## src/rtl/clk_div_bank.sv

```systemverilog
// ============================================================================
// Module   : clk_div_bank
// Brief    : Multi-ratio divided clock with synchronised mode-advance button
//            and manual single-step modes; ratio changes only on boundaries.
// Revision : 1.0  initial release
// ============================================================================
`default_nettype none

module clk_div_bank #(
    parameter int unsigned CNT_W      = 24,
    parameter int unsigned NUM_MODES  = 2,
    parameter int unsigned HALF0      = 6,
    parameter int unsigned HALF1      = 24'h5F5E10,
    parameter int unsigned HALF2      = 1,
    parameter int unsigned HALF3      = 0,
    parameter int unsigned RESET_MODE = 0,
    parameter int unsigned STEP_HIGH  = 4
) (
    input  logic       clkd_clock_i,
    input  logic       clkd_nReset_i,
    input  logic       clkd_switchFreq_i,
    input  logic       clkd_step_i,
    output logic       clkd_genClk_o,
    output logic       clkd_rise_o,
    output logic [1:0] clkd_mode_o,
    output logic       clkd_pend_o
);

    localparam logic [CNT_W-1:0] c_HALF0      = CNT_W'(HALF0);
    localparam logic [CNT_W-1:0] c_HALF1      = CNT_W'(HALF1);
    localparam logic [CNT_W-1:0] c_HALF2      = CNT_W'(HALF2);
    localparam logic [CNT_W-1:0] c_HALF3      = CNT_W'(HALF3);
    localparam logic [CNT_W-1:0] c_STEP_LAST  = CNT_W'(STEP_HIGH - 1);
    localparam logic [CNT_W-1:0] c_ONE        = CNT_W'(1);
    localparam logic [1:0]       c_LAST_MODE  = 2'(NUM_MODES - 1);
    localparam logic [1:0]       c_RESET_MODE = 2'(RESET_MODE);

    typedef enum logic [0:0] {
        ST_IDLE = 1'b0,
        ST_HIGH = 1'b1
    } stepState_t;

    // Bit 0 carries the switch button, bit 1 the step button.
    logic [1:0] w_btnRaw;
    logic [1:0] r_btnMeta;
    logic [1:0] r_btnSync;
    logic [1:0] r_btnLast;
    logic [1:0] r_btnPulse;
    logic       w_swPulse;
    logic       w_stepPulse;

    logic [1:0]       r_pendMode;
    logic [1:0]       w_pendNext;
    logic [1:0]       r_curMode;
    logic [1:0]       w_modeNext;
    logic [CNT_W-1:0] r_cnt;
    logic [CNT_W-1:0] w_cntNext;
    logic             r_genClk;
    logic             w_genNext;
    logic             r_rise;
    stepState_t       r_stepState;
    stepState_t       w_stateNext;

    logic [CNT_W-1:0] w_halfCur;
    logic [CNT_W-1:0] w_halfPend;
    logic             w_isStep;
    logic             w_phaseEnd;
    logic             w_stepEnd;

    function automatic logic [CNT_W-1:0] halfOf(input logic [1:0] mode);
        logic [CNT_W-1:0] half;
        case (mode)
            2'd0:    half = c_HALF0;
            2'd1:    half = c_HALF1;
            2'd2:    half = c_HALF2;
            default: half = c_HALF3;
        endcase
        return half;
    endfunction

    assign w_btnRaw    = {clkd_step_i, clkd_switchFreq_i};
    assign w_swPulse   = r_btnPulse[0];
    assign w_stepPulse = r_btnPulse[1];

    always_ff @(posedge clkd_clock_i or negedge clkd_nReset_i) begin
        if (!clkd_nReset_i) begin
            r_btnMeta  <= 2'b00;
            r_btnSync  <= 2'b00;
            r_btnLast  <= 2'b00;
            r_btnPulse <= 2'b00;
        end else begin
            r_btnMeta  <= w_btnRaw;
            r_btnSync  <= r_btnMeta;
            r_btnLast  <= r_btnSync;
            r_btnPulse <= r_btnSync & ~r_btnLast;
        end
    end

    always_comb begin
        w_pendNext = r_pendMode;
        if (w_swPulse) begin
            w_pendNext = (r_pendMode == c_LAST_MODE) ? 2'd0 : r_pendMode + 2'd1;
        end
    end

    assign w_halfCur  = halfOf(r_curMode);
    assign w_halfPend = halfOf(r_pendMode);
    assign w_isStep   = (w_halfCur == '0);
    assign w_phaseEnd = (r_cnt == w_halfCur - c_ONE);
    assign w_stepEnd  = (r_cnt == c_STEP_LAST);

    always_ff @(posedge clkd_clock_i or negedge clkd_nReset_i) begin
        if (!clkd_nReset_i) begin
            r_stepState <= ST_IDLE;
        end else begin
            r_stepState <= w_stateNext;
        end
    end

    always_comb begin
        w_cntNext   = r_cnt;
        w_genNext   = r_genClk;
        w_modeNext  = r_curMode;
        w_stateNext = r_stepState;
        if (!w_isStep) begin
            w_stateNext = ST_IDLE;
            if (w_phaseEnd) begin
                w_cntNext = '0;
                if (!r_genClk) begin
                    // End of low phase: adopt the requested ratio. A step-mode
                    // target keeps the clock low instead of emitting a high phase.
                    w_modeNext = r_pendMode;
                    w_genNext  = (w_halfPend != '0);
                end else begin
                    w_genNext = 1'b0;
                end
            end else begin
                w_cntNext = r_cnt + c_ONE;
            end
        end else begin
            case (r_stepState)
                ST_IDLE: begin
                    w_genNext = 1'b0;
                    if (r_pendMode != r_curMode) begin
                        w_modeNext = r_pendMode;
                        w_cntNext  = '0;
                    end else if (w_stepPulse && !w_swPulse) begin
                        // A step arriving with a switch press is dropped so the
                        // mode change it heralds wins.
                        w_cntNext   = '0;
                        w_genNext   = 1'b1;
                        w_stateNext = ST_HIGH;
                    end
                end
                ST_HIGH: begin
                    if (w_stepEnd) begin
                        w_cntNext   = '0;
                        w_genNext   = 1'b0;
                        w_stateNext = ST_IDLE;
                    end else begin
                        w_cntNext = r_cnt + c_ONE;
                    end
                end
                default: begin
                    w_genNext   = 1'b0;
                    w_stateNext = ST_IDLE;
                end
            endcase
        end
    end

    always_ff @(posedge clkd_clock_i or negedge clkd_nReset_i) begin
        if (!clkd_nReset_i) begin
            r_cnt      <= '0;
            r_genClk   <= 1'b0;
            r_rise     <= 1'b0;
            r_curMode  <= c_RESET_MODE;
            r_pendMode <= c_RESET_MODE;
        end else begin
            r_cnt      <= w_cntNext;
            r_genClk   <= w_genNext;
            r_rise     <= w_genNext & ~r_genClk;
            r_curMode  <= w_modeNext;
            r_pendMode <= w_pendNext;
        end
    end

    assign clkd_genClk_o = r_genClk;
    assign clkd_rise_o   = r_rise;
    assign clkd_mode_o   = r_curMode;
    assign clkd_pend_o   = (r_pendMode != r_curMode);

endmodule

`default_nettype wire

```

## config.mk

```make
export PLATFORM = sky130hd
export DESIGN_NAME = clk_div_bank
export DESIGN_NICKNAME = d
export VERILOG_FILES = /design/src/rtl/clk_div_bank.sv
export SDC_FILE = /design/constraint.sdc
export NUM_CORES = 1
export LEC_CHECK = 0
export ABC_CLOCK_PERIOD_IN_PS = 2800
export CAP_MARGIN = 20
export CORE_MARGIN = 2
export CORE_UTILIZATION = 40
export DETAILED_ROUTE_END_ITERATION = 6
export RECOVER_POWER = 100
export SKIP_CTS_REPAIR_TIMING = 1
export SLEW_MARGIN = 20
export SYNTH_ARGS = -nofsm -noshare
export SYNTH_HDL_FRONTEND = slang
export SYNTH_SLANG_ARGS = --single-unit
export TNS_END_PERCENT = 100
```

## constraint.sdc

```tcl
create_clock -name clkd_clock_i -period 2.8 [get_ports clkd_clock_i]
set_input_delay 0.7 -clock clkd_clock_i [delete_from_list [all_inputs] [get_ports clkd_clock_i]]
set_output_delay 0.7 -clock clkd_clock_i [all_outputs]
set_load 0.005 [all_outputs]
```

==> results of run 1 <==
## Yosys cell counts (3+ instances only)
cell / number / area [sq um]
o21ai_0: 3 / 15.0
or4_1: 3 / 22.5
buf_6: 3 / 33.8
clkbuf_1: 3 / 11.3
xor2_1: 4 / 35.0
nor4_1: 5 / 31.3
or3_1: 6 / 37.5
nand2_1: 17 / 63.8
and3_1: 3 / 18.8
nand4_1: 5 / 31.3
xnor2_1: 19 / 166
inv_1: 9 / 33.8
nor2_1: 31 / 116
nand3_1: 16 / 80.1
dfrtp_1: 39 / 976
nor3_1: 10 / 50.1
nand2b_1: 5 / 31.3
a21oi_1: 3 / 15.0
## area by class of cell
cell class,instances,area (sq um),area share
multi-input combinational,159,998,0.436
clock inverter,3,23.8,0.0104
inverter,10,37.5,0.0164
clock buffer,5,68.8,0.0300
tap,70,87.6,0.0382
sequential,39,976,0.426
timing repair buffer,12,100,0.0437
## layer usage
metal	up-vias	global-route usage	part of all wire
met5	-	0	0
met4	0	0.0546	0.013
met3	5	0.0357	0.027
met2	20	0.252	0.46
met1	725	0.239	0.50
li1	765	-	-
## flip-flops by register name, indices dropped and copies added, names as in the netlist
signal         count
r_cnt             24
clkd_mode_o        2
r_btnLast          2
r_btnMeta          2
r_btnPulse         2
r_btnSync          2
r_pendMode         2
clkd_genClk_o      1
clkd_rise_o        1
r_stepState        1
## logic make-up after synthesis
family | after synthesis
fa+ha+maj | 2
xor+xnor | 23
compound gates | 20
mux | 3
buf+inv | 18
simple gates | 111
flops | 39
## per-stage QoR
stage / std cells / util
finish: 298 / 0.455
global route: 298 / 0.455
CTS: 298 / 0.455
detailed placement: 290 / 0.437
global placement: 290 / 0.437
floorplan: 216 / -
## cells in the final DEF (no fill, tap or decap), drive strengths merged, types with 3 or more instances in the layout
cell type    instances
o21ai                5
dfrtp               39
a21oi                3
nand4                5
nor4                 5
or3                  8
inv                 11
nand2b               5
or4                  4
nand3               16
nor2                31
nor3                10
xnor2               19
clkbuf               7
and3                 3
buf                  3
dlygate4sd3          6
nand2               17
xor2                 4
## final timing paths
path,startpoint,endpoint,slack [ps],cells after the start
worst max-delay path,clkd_mode_o[0],clkd_pend_o,220,4
worst min-delay path,r_btnMeta[0],r_btnSync[0],360,0
worst max register to register,clkd_mode_o[1],clkd_mode_o[0],240,9
worst min register to register,r_btnMeta[0],r_btnSync[0],360,0
max in group asynchronous,clkd_nReset_i,r_cnt[23],640,1
min in group asynchronous,clkd_nReset_i,clkd_rise_o,990,1
## power breakdown
group / switching (mW) / total (mW) / leakage (nW) / internal, mW
Combinational: 0.0288 / 0.0551 / 0.393 / 0.0264
Sequential: 0.0179 / 0.594 / 0.497 / 0.576
Clock: 0.222 / 0.400 / 0.0408 / 0.178
Total: 0.268 / 1.05 / 0.931 / 0.781
## critical path: cells and delay by family (launching register included)
family	cells	cell delay, ps
buf+inv	2	950
xor+xnor	1	170
simple gates	1	100
flops	1	370
==> metrics, run 1 <==
DP Worst Slack=about 230 ps; ys flop type=dfrtp_1; clk slew on worst S/H paths=approximately 80 ps; fin crit share=0.923; largest family of logic cells by synthesized area=simple AND/OR/NAND/NOR gates; Routed Antenna Nets=0; Synth cell types=42; Antenna Diode Count=0; Post-synth EDFFs=0; worst-margin pin slew=2060 ps; Post-Route WL=about 4.1 mm; Worst Setup Start Kind=flop; Root Driver=clkbuf_8; largest net degree at the start of global routing=40; Num CTS Buffers=5; die area=roughly 5800 sq um; final max-slew violation count=40; Post-Syn Area per Cell=between 9 and 10 sq um; initial antenna violation count=0; asr flop ratio synth=1.00; hold_ws=between 300 and 400 ps; Net Count, Synth=between 200 and 250; first-pass GRT wire length=a little over 7 mm; area share of fa/ha/maj cells after synthesis=0.0121; Crit-path slowest cell=dlygate4sd3_1; Pleak=between 0.9 and 1 nW; fraction of layout cells with a size suffix above 1=0.0921; hold crit path type=reg2reg; crit path cell chain=clkbuf_1, xnor2_1, nand2_1, dlygate4sd3_1; final hold viol count=0; H-tree levels=2; Synth Area in Compound Gates=0.0800; MaxCap Viol Count=1; vias in the first global route=about 1,500; relative max-transition margin=-0.374; gr ovfl total=0; RSZ-0062 raised after global routing=no; total power draw=1.05 mW; post-route cell area=about 2300 sq um; CTS tree=built; I/O pin cnt=9; Setup Skew=~6.5 ps; Die X=75.9 um; num rows=26; DRC Markers=0; mux share of post-synthesis cell area=0.0157; Pwr per Cell Area=between 400 and 500 nW/um^2; VDD IR max=approximately 0.19 mV; wire length per cell=~14 um; fraction of the mapped netlist area in simple logic gates=0.277; crit-path max FO=10; GP Congestion=a little over 0.8; register bit total from synthesis=39; Core Area=5040 sq um; yosys warns=0; Total GRT Usage=0.167; Via Count=around 1,500; Fillers=roughly 490; fmax=387 MHz; final net count=~230; XOR/XNOR Fraction of Synth Area=0.0975; HPWL after DPL=a little under 3 mm; TritonCTS sink count=39; setup TNS=0 ps; Initial Util=0.410; number of vias per cell=slightly above 5; number of port buffers=8; Seq/Total Area, Yosys=0.472; synthesized cell area=roughly 2100 sq um; worst skew pair latency=just under 300 ps; failing checks=max-capacitance violations, max-slew violations; Critical Path Max Stage Delay=580 ps; cells after synthesis=approximately 220; Final setup viols=0; CTS Buffer Depth=2; Area Growth Syn to Fin=11.0%; Setup CP Type=reg2out; Tmin final=around 2600 ps; Setup WS post-layout=215 ps; CP arrival=1880 ps; required time worst endpoint=between 2000 and 2500 ps; Detailed Routing Iterations Pass 1=4; crit path capture type=output port; Die Y=75.9 um; Placed Area=around 2200 sq um; Initial DRC Count=between 60 and 70; run status=finished with violations
Power figures use the tool's default switching activity.
==> inputs of run 2 (changes only) <==
==> constraint.sdc (replaced) <==
create_clock -name clkd_clock_i -period 2.8 [get_ports clkd_clock_i]
set_input_delay 0.42 -clock clkd_clock_i [delete_from_list [all_inputs] [get_ports clkd_clock_i]]
set_output_delay 0.42 -clock clkd_clock_i [all_outputs]
set_load 0.005 [all_outputs]
==> results of run 2 <==
Same layout as run 1 (identical final DEF). Status: finished with violations: max-capacitance violations, max-slew violations.
Among the figures that moved: setup slack after layout 215 ps -> 244 ps; start point of the critical path clkd_mode_o[0] -> clkd_mode_o[1]; end point of the critical path clkd_pend_o -> clkd_mode_o[0]
